[src/rtl/serial_add_pkg.sv]
// Shared types and constants for the serial multi-byte adder.
package serial_add_pkg;

   localparam int unsigned BYTE_W = 8;

   typedef enum logic {
      IDLE = 1'b0,
      RUN  = 1'b1
   } state_t;

endpackage

[src/rtl/byte_add_c.sv]
// Combinational byte adder: {co, s} = a + b + ci.
module byte_add_c
   import serial_add_pkg::*;
(
   input  logic [BYTE_W-1:0] a,
   input  logic [BYTE_W-1:0] b,
   input  logic              ci,
   output logic              co,
   output logic [BYTE_W-1:0] s
);

   // Nine-bit sum, top bit is the carry out
   always_comb begin
      {co, s} = (BYTE_W+1)'(a) + (BYTE_W+1)'(b) + (BYTE_W+1)'(ci);
   end

endmodule

[src/rtl/serial_add_seq.sv]
// Serial LSB-first multi-byte adder with one-cycle registered output,
// valid/ready handshakes and a sticky protocol-error flag.
// Optional feature macro OVF_COUNT_EN adds the 16-bit ovf_count output
// (operations that finished with a carry out).
module serial_add_seq
   import serial_add_pkg::*;
#(
   parameter int unsigned MAX_BYTES = 16
)(
   input  logic              clk,
   input  logic              rst,
   input  logic              in_valid,
   output logic              in_ready,
   input  logic [BYTE_W-1:0] in_a,
   input  logic [BYTE_W-1:0] in_b,
   input  logic              in_first,
   input  logic              in_last,
   output logic              out_valid,
   input  logic              out_ready,
   output logic [BYTE_W-1:0] out_sum,
   output logic              out_last,
   output logic              out_carry,
   output logic              err
`ifdef OVF_COUNT_EN
   ,
   output logic [15:0]       ovf_count
`endif
);

   localparam int unsigned CNT_W = 8;

   state_t             state_q, state_d;
   logic               carry_q, carry_d;
   logic [CNT_W-1:0]   cnt_q, cnt_d;
   logic               out_valid_q, out_valid_d;
   logic [BYTE_W-1:0]  sum_q, sum_d;
   logic               last_q, last_d;
   logic               ocarry_q, ocarry_d;
   logic               err_q, err_d;
`ifdef OVF_COUNT_EN
   logic [15:0]        ovf_q, ovf_d;
`endif

   logic               xfer;
   logic               start;
   logic               proto_err;
   logic               add_ci;
   logic               add_co;
   logic [BYTE_W-1:0]  add_s;
   logic [CNT_W-1:0]   cnt_next;
   logic               force_end;

   // Handshake and operation-boundary decode
   assign in_ready  = !out_valid_q || out_ready;
   assign xfer      = in_valid && in_ready;
   // A byte in IDLE always starts fresh; a first byte in RUN restarts the operation
   assign start     = (state_q == IDLE) || in_first;
   assign proto_err = ((state_q == IDLE) && !in_first) || ((state_q == RUN) && in_first);
   assign add_ci    = start ? 1'b0 : carry_q;
   assign cnt_next  = start ? CNT_W'(1) : cnt_q + CNT_W'(1);
   assign force_end = !in_last && (cnt_next == CNT_W'(MAX_BYTES));

   byte_add_c u_add (
      .a  (in_a),
      .b  (in_b),
      .ci (add_ci),
      .co (add_co),
      .s  (add_s)
   );

   // Next-state and output-register update
   always_comb begin
      state_d     = state_q;
      carry_d     = carry_q;
      cnt_d       = cnt_q;
      out_valid_d = out_valid_q;
      sum_d       = sum_q;
      last_d      = last_q;
      ocarry_d    = ocarry_q;
      err_d       = err_q;
`ifdef OVF_COUNT_EN
      ovf_d       = ovf_q;
`endif
      if (out_ready) begin
         out_valid_d = 1'b0;
      end
      if (xfer) begin
         out_valid_d = 1'b1;
         sum_d       = add_s;
         last_d      = in_last || force_end;
         ocarry_d    = add_co;
         carry_d     = add_co;
         cnt_d       = cnt_next;
         state_d     = (in_last || force_end) ? IDLE : RUN;
         if (proto_err || force_end) begin
            err_d = 1'b1;
         end
`ifdef OVF_COUNT_EN
         if ((in_last || force_end) && add_co) begin
            ovf_d = ovf_q + 16'd1;
         end
`endif
      end
   end

   // State and output registers
   always_ff @(posedge clk or negedge rst) begin
      if (!rst) begin
         state_q     <= IDLE;
         carry_q     <= 1'b0;
         cnt_q       <= '0;
         out_valid_q <= 1'b0;
         sum_q       <= '0;
         last_q      <= 1'b0;
         ocarry_q    <= 1'b0;
         err_q       <= 1'b0;
`ifdef OVF_COUNT_EN
         ovf_q       <= '0;
`endif
      end else begin
         state_q     <= state_d;
         carry_q     <= carry_d;
         cnt_q       <= cnt_d;
         out_valid_q <= out_valid_d;
         sum_q       <= sum_d;
         last_q      <= last_d;
         ocarry_q    <= ocarry_d;
         err_q       <= err_d;
`ifdef OVF_COUNT_EN
         ovf_q       <= ovf_d;
`endif
      end
   end

   assign out_valid = out_valid_q;
   assign out_sum   = sum_q;
   assign out_last  = last_q;
   assign out_carry = ocarry_q;
   assign err       = err_q;
`ifdef OVF_COUNT_EN
   assign ovf_count = ovf_q;
`endif

endmodule

[config.mk]
export PLATFORM = sky130hd
export DESIGN_NAME = serial_add_seq
export DESIGN_NICKNAME = d
export VERILOG_FILES = /design/src/rtl/serial_add_pkg.sv /design/src/rtl/byte_add_c.sv /design/src/rtl/serial_add_seq.sv
export SDC_FILE = /design/constraint.sdc
export NUM_CORES = 1
export LEC_CHECK = 0
export CAP_MARGIN = 25
export CORE_MARGIN = 4
export CORE_UTILIZATION = 42
export DETAILED_ROUTE_END_ITERATION = 10
export PLACE_DENSITY = 0.71
export SLEW_MARGIN = 10
export SYNTH_ARGS = -nofsm -noshare
export SYNTH_HDL_FRONTEND = slang
export SYNTH_SLANG_ARGS = --single-unit
[constraint.sdc]
create_clock -name clk -period 5.6 [get_ports clk]
set_input_delay 0.56 -clock clk [delete_from_list [all_inputs] [get_ports clk]]
set_output_delay 0.56 -clock clk [all_outputs]
set_load 0.005 [all_outputs]
==> impl_metrics.tcl, run 1 <==
set metrics [dict create \
    area_delta_synth_final_pct 31.12 \
    die_w_um 64.38 \
    fin_skew_ns 0.009117 \
    required_ns 5.83 \
    synth_most_common_cell "dfrtp_1" \
    synthTopCellsByArea "dfrtp_1 39%, ha_1 8.4%, nand2_1 5.1%" \
    worstReg2RegStart "state_q" \
    clock-sinks 21 \
    finalSetupViolCount 0 \
    routed_via_density 5.260 \
    grt_pass1_vias 1185 \
    critPathArrivalTime_ns 3.07 \
    total_power_mw 0.3750 \
    slew_viol_final 0 \
    drive_gt1_share_pct 6.417 \
    min_period_ns 2.846 \
    rsz0062_at_grt "no" \
    tns_ns 0 \
    antenna_found_initial 0 \
    netlist_instances 152 \
    fin_crit_sh_pct 50.82 \
    post_drt_wl_per_cell_um 13.14 \
    final_util_pct 57.34 \
    placed_area_sq_mm 0.001713 \
    start_kind "input pin" \
    vias 1215 \
    min_path_type "reg2reg" \
    numCtsBuffers 3 \
    totalWireLength_um 3035 \
    status "finished clean" \
    postCtsSetupRepairBufs 0 \
    synthSimpleGateAreaFrac_pct 20.24 \
    firstDrtPassIters 5 \
    grt_max_degree 29 \
    synth_seq_cells 21 \
    syn_area_sq_mm 0.001335 \
    cts_tree "done" \
    drt_iter0_markers 72 \
    nNetsFinal 221 \
    clock_latency_ns 0.30 \
    crit_fanout 8 \
    crit_type "in2reg" \
    dp_slack_ns 2.463 \
    overflow 0 \
    hold_violations 0 \
    start_util_pct 43.73 \
    synth_edf_count 0 \
    synthAdderAreaFrac_pct 11.43 \
    ir_drop_mv 0.1182 \
    syn_nets 185 \
    cts_resized 0 \
    maxCapViolCount 0 \
    yosys_warnings 0 \
    cts_root_buf "clkbuf_4" \
    synth_top_family_by_area "simple AND/OR/NAND/NOR gates" \
    final_cell_area_sq_mm 0.001750 \
    cts_max_level 1 \
    finalWorstSetupSlack_ns 2.754 \
    clk_pin_slew_ns 0.11 \
    r2r_slack_ns 3.08 \
    avgSynthCellArea_sq_um 8.783 \
    grtUsageTotal_pct 15.55 \
    die_height_um 64.38 \
    dpl.hpwl_um 2362 \
    relSlewSlack_pct 65.83 \
    stdcell_count 231 \
    worst_hold_path.endpoint "out_sum[2]" \
    holdBufCountCts 0 \
    synthMuxAreaShare_pct 2.249 \
    yosys.area.top_type "dfrtp_1" \
    clockBufferDepth 2 \
    r2r_end "out_carry" \
    tightestPinTransition_ns 0.5107 \
    fp-row-count 20 \
    worstHoldPathCells 2 \
    n_antenna_cell 0 \
    nFillCells 274 \
    rr_worst_depth 9 \
    async_flop_share_pct 100.0 \
    holdWs_ns 0.4933 \
    synthXorXnorAreaFrac_pct 2.624 \
    synthTopCellsByCount "21 x dfrtp_1, 18 x nand2_1, 14 x nor2_1" \
    fmax_mhz 351.3 \
    seq_area_frac_synth_pct 39.36 \
    placed_cells 226 \
    globalplace.congestion 0.8404 \
    grt_first_pass_wirelength_um 5168 \
    core_region_area_sq_mm 0.003053 \
    portBuffers 34 \
    ys.flop_type "dfrtp_1" \
    endpoint_kind "register" \
    num_io_pins 35 \
    power.leakage_nw 0.7453 \
    yosysTopAreaCellShare_pct 39.36 \
    synth.distinct_cells 36 \
    power_density_mw_per_mm2 214.2 \
    drc 0 \
    ant_nets 0 \
    synth-compound-area-share_pct 19.68 \
    hp-start "out_sum[2]" \
    die-area_sq_mm 0.004145 \
]
worst max-delay path by stage:
stage | from | to | slack, ns | cells after the start
5_1_grt | in_first | out_carry | 2.59 | 11
4_1_cts | in_first | out_carry | 2.78 | 11
6_report | in_first | out_carry | 2.75 | 11
3_3_place_gp | in_first | out_carry | 2.64 | 11
3_5_place_dp | in_first | out_carry | 2.46 | 11
2_1_floorplan | in_first | out_carry | 3.19 | 10
layout by cell type (no fill, tap or decap):
master	netlist	layout
a211oi_1	2	2
a21oi_1	5	5
a21oi_2	1	1
a22o_1	1	1
a31o_2	1	1
a31oi_1	3	3
and2_1	3	3
and3_1	1	1
buf_6	0	1
clkbuf_1	2	1
clkbuf_4	0	3
clkdlybuf4s50_1	0	34
dfrtp_1	21	21
fa_1	2	2
ha_1	9	9
inv_1	11	11
mux2i_1	3	3
nand2_1	18	18
nand2_2	1	1
nand2b_1	4	4
nand2b_2	1	1
nand3_1	7	7
nand4_1	1	1
nor2_1	14	14
nor2b_1	1	1
nor3_1	5	5
nor4_1	1	1
o211ai_2	1	1
o21a_1	3	3
o21a_2	1	1
o21ai_0	8	8
o21ai_1	8	8
o22ai_1	1	1
o31ai_1	3	3
o31ai_2	2	2
or3_1	1	1
xnor2_1	2	2
xor2_1	2	2
sequential cells by signal (all words and copies together) (netlist names):
signal and cells:
out_valid 1, out_carry 1, cnt_q 8, state_q 1
out_sum 8, err 1, out_last 1
power breakdown:
group | switching, mW | internal, mW
logic | 0.0533 | 0.0672
clock network | 0.0450 | 0.0278
registers | 0.0126 | 0.169
total | 0.111 | 0.264
critical path, stage by stage:
cell and delay [ns]:
clkdlybuf4s50_1 0.40, inv_1 0.05, ha_1 0.32, nand2_1 0.11, fa_1 0.42, fa_1 0.42, nor2b_1 0.22, o31ai_2 0.12
a21oi_1 0.23, o21ai_1 0.08, a31oi_1 0.15
layout make-up:
cell class / count / area (sq um) / area share [%]
Clock buffer: 4 / 26.28 / 1.501
Inverter: 11 / 41.29 / 2.359
Tap cell: 44 / 55.05 / 3.145
Multi-Input combinational cell: 116 / 750.7 / 42.89
Timing Repair Buffer: 35 / 351.6 / 20.09
Sequential cell: 21 / 525.5 / 30.02
cells by family after synthesis:
family	after synthesis
and+or+nand+nor	58
AOI/OAI and AO/OA	40
DFF	21
buffers and inverters	15
adders and majority gates	11
xor gates and xnor gates	4
muxes	3
metal layers:
metal | up-vias | global-route usage [%] | routed length, um
met1 | 574 | 17.45 | 1226
met3 | 2 | 3.866 | 161
met2 | 37 | 29.77 | 1635
li1 | 602 | - | -
met5 | - | 0 | 0
met4 | 0 | 2.375 | 11
(Power assumes the default switching activity.)
==> inputs of run 2 (changes only) <==
PLACE_DENSITY = 0.73   (was 0.71)
clock period = 2.6 ns   (was 5.6 ns; I/O delays follow)
==> run 2 against run 1 <==
  * Die area unchanged
  * First-iteration DRC count down 9.7%
  * Sequential share of layout area down 0.26 points
  * Highest routed layer unchanged
  * Largest cell class unchanged
  * Wire length down 2.8%
  * Via count down 0.99%
  * Sequential cell count unchanged
  * Worst setup slack worse by 2.4 ns
  * Power up 120%
  * Final area up 0.86%
  * Final cell count up 0.87%
==> impl_metrics.tcl, run 2 (synthesis gave the netlist of run 1 again) <==
set metrics [dict create \
    cts_resized 0 \
    grt_max_degree 22 \
    antenna_found_initial 0 \
    internal-power_mw 0.5705 \
    min_path_type "in2async" \
    routed_via_density 5.163 \
    clk_pin_slew_ns 0.14 \
    numCtsBuffers 3 \
    endpoint_kind "register" \
    vias 1203 \
    status "finished clean" \
    crit_type "in2reg" \
    regArea_sq_um 525.5 \
    holdBufCountCts 0 \
    cts_tree "done" \
    post_drt_wl_per_cell_um 12.66 \
    tightestPinTransition_ns 0.3688 \
    n_antenna_cell 0 \
    critPathArrivalTime_ns 2.55 \
    grt_first_pass_wirelength_um 5313 \
    switchingPower_mw 0.2559 \
    nFillCells 275 \
    totalWireLength_um 2949 \
    num_io_pins 35 \
    placed_area_sq_mm 0.001735 \
    ir_drop_mv 0.2877 \
    finalSetupViolCount 0 \
    fp-row-count 20 \
    multi_input_area_sq_um 750.7 \
    hold_violations 0 \
    fin_crit_sh_pct 87.71 \
    start_kind "input pin" \
    die-area_sq_mm 0.004145 \
    drc 0 \
    globalplace.congestion 0.8949 \
    final_util_pct 57.83 \
    overflow 0 \
    worstReg2RegStart "state_q" \
    power_density_mw_per_mm2 468.1 \
    comb_power_share_pct 31.5 \
    rsz0062_at_grt "no" \
    core_region_area_sq_mm 0.003053 \
    die_height_um 64.38 \
    fin_skew_ns 0.01192 \
    postCtsSetupRepairBufs 0 \
    slew_viol_final 0 \
    maxCapViolCount 0 \
    final_cell_area_sq_mm 0.001765 \
    drive_gt1_share_pct 7.937 \
    cts_root_buf "clkbuf_4" \
    dpl.hpwl_um 2333 \
    area_delta_synth_final_pct 32.24 \
    rr_worst_depth 9 \
    start_util_pct 43.73 \
    holdWs_ns 0.2620 \
    nNetsFinal 223 \
    firstDrtPassIters 4 \
    cts_max_level 1 \
    drt_iter0_markers 65 \
    tns_ns 0 \
    die_w_um 64.38 \
    clockBufferDepth 2 \
    grtUsageTotal_pct 15.88 \
    r2r_end "out_carry" \
    fmax_mhz 438.5 \
    final_common_cell "clkdlybuf4s50_1" \
    required_ns 2.87 \
    clockPowerShare_pct 21.3 \
    switching_share_pct 30.97 \
    relSlewSlack_pct 75.42 \
    r2r_slack_ns 0.34 \
    crit_fanout 3 \
    ant_nets 0 \
    grt_pass1_vias 1211 \
    portBuffers 34 \
    clock-sinks 21 \
    clock_latency_ns 0.33 \
    pwr-share-seq_pct 47.2 \
    power.leakage_nw 0.7528 \
    min_period_ns 2.280 \
    layout_common_cells "34 x clkdlybuf4s50_1, 21 x dfrtp_1, 18 x nand2_1, 14 x nor2_1, 11 x inv_1" \
]
==> run 2: changes by cell type in the layout (fill, tap and decap cells not counted) <==
cell	change
clkinvlp_4	+1
buf_6	-1
buf_4	+3
clkbuf_1	-1
==> run 2: worst max path at each step <==
stage | from | end | slack, ns
3_5_place_dp | in_first | out_carry | -0.01
5_1_grt | state_q | out_carry | 0.16
3_3_place_gp | in_first | out_carry | 0.10
2_1_floorplan | state_q | out_carry | 0.46
6_report | in_first | out_carry | 0.32
4_1_cts | in_first | out_carry | 0.32
==> run 2: area by class of cell <==
cell class                      instances  share of cell area [%]
Timing Repair Buffer                   37                   20.55
Clock inverter                          1                  0.4252
Sequential cell                        21                   29.77
Clock buffer                            3                   1.276
Multi-Input combinational cell        116                   42.52
Inverter                               11                   2.339
Tap cell                               44                   3.118
==> run 2: per-stage QoR <==
step / std cells / total power, mW / worst slack, ns
finish: 233 / 0.8264 / 0.3197
global route: 233 / 0.8781 / 0.1629
CTS: 233 / 0.8329 / 0.3247
detailed placement: 229 / 0.6602 / -0.01304
global placement: 229 / 0.6513 / 0.1007
floorplan: 152 / 0.5226 / 0.4624
==> run 2: layer usage <==
layer  part of all wire [%]  global-route usage [%]
met1                     41                   17.98
met2                     52                   28.74
met3                    6.1                   4.394
met4                    1.6                   4.749
met5                      0                       0
==> run 2: power by group through the flow <==
stage                     logic [mW]  registers (mW)  clock network, mW
after floorplan                0.126           0.396                  0
after global placement         0.255           0.396                  0
after detailed placement       0.263           0.397                  0
after CTS                      0.265           0.391              0.178
after global routing           0.292           0.397              0.189
final                          0.260           0.390              0.176
==> run 2: worst max-delay path, stage by stage <==
cell	delay, ns
clkdlybuf4s50_1	0.40
inv_1	0.06
ha_1	0.20
nand2_1	0.08
fa_1	0.41
fa_1	0.41
nor2b_1	0.20
o31ai_2	0.10
a21oi_1	0.19
o21ai_1	0.08
a31oi_1	0.16
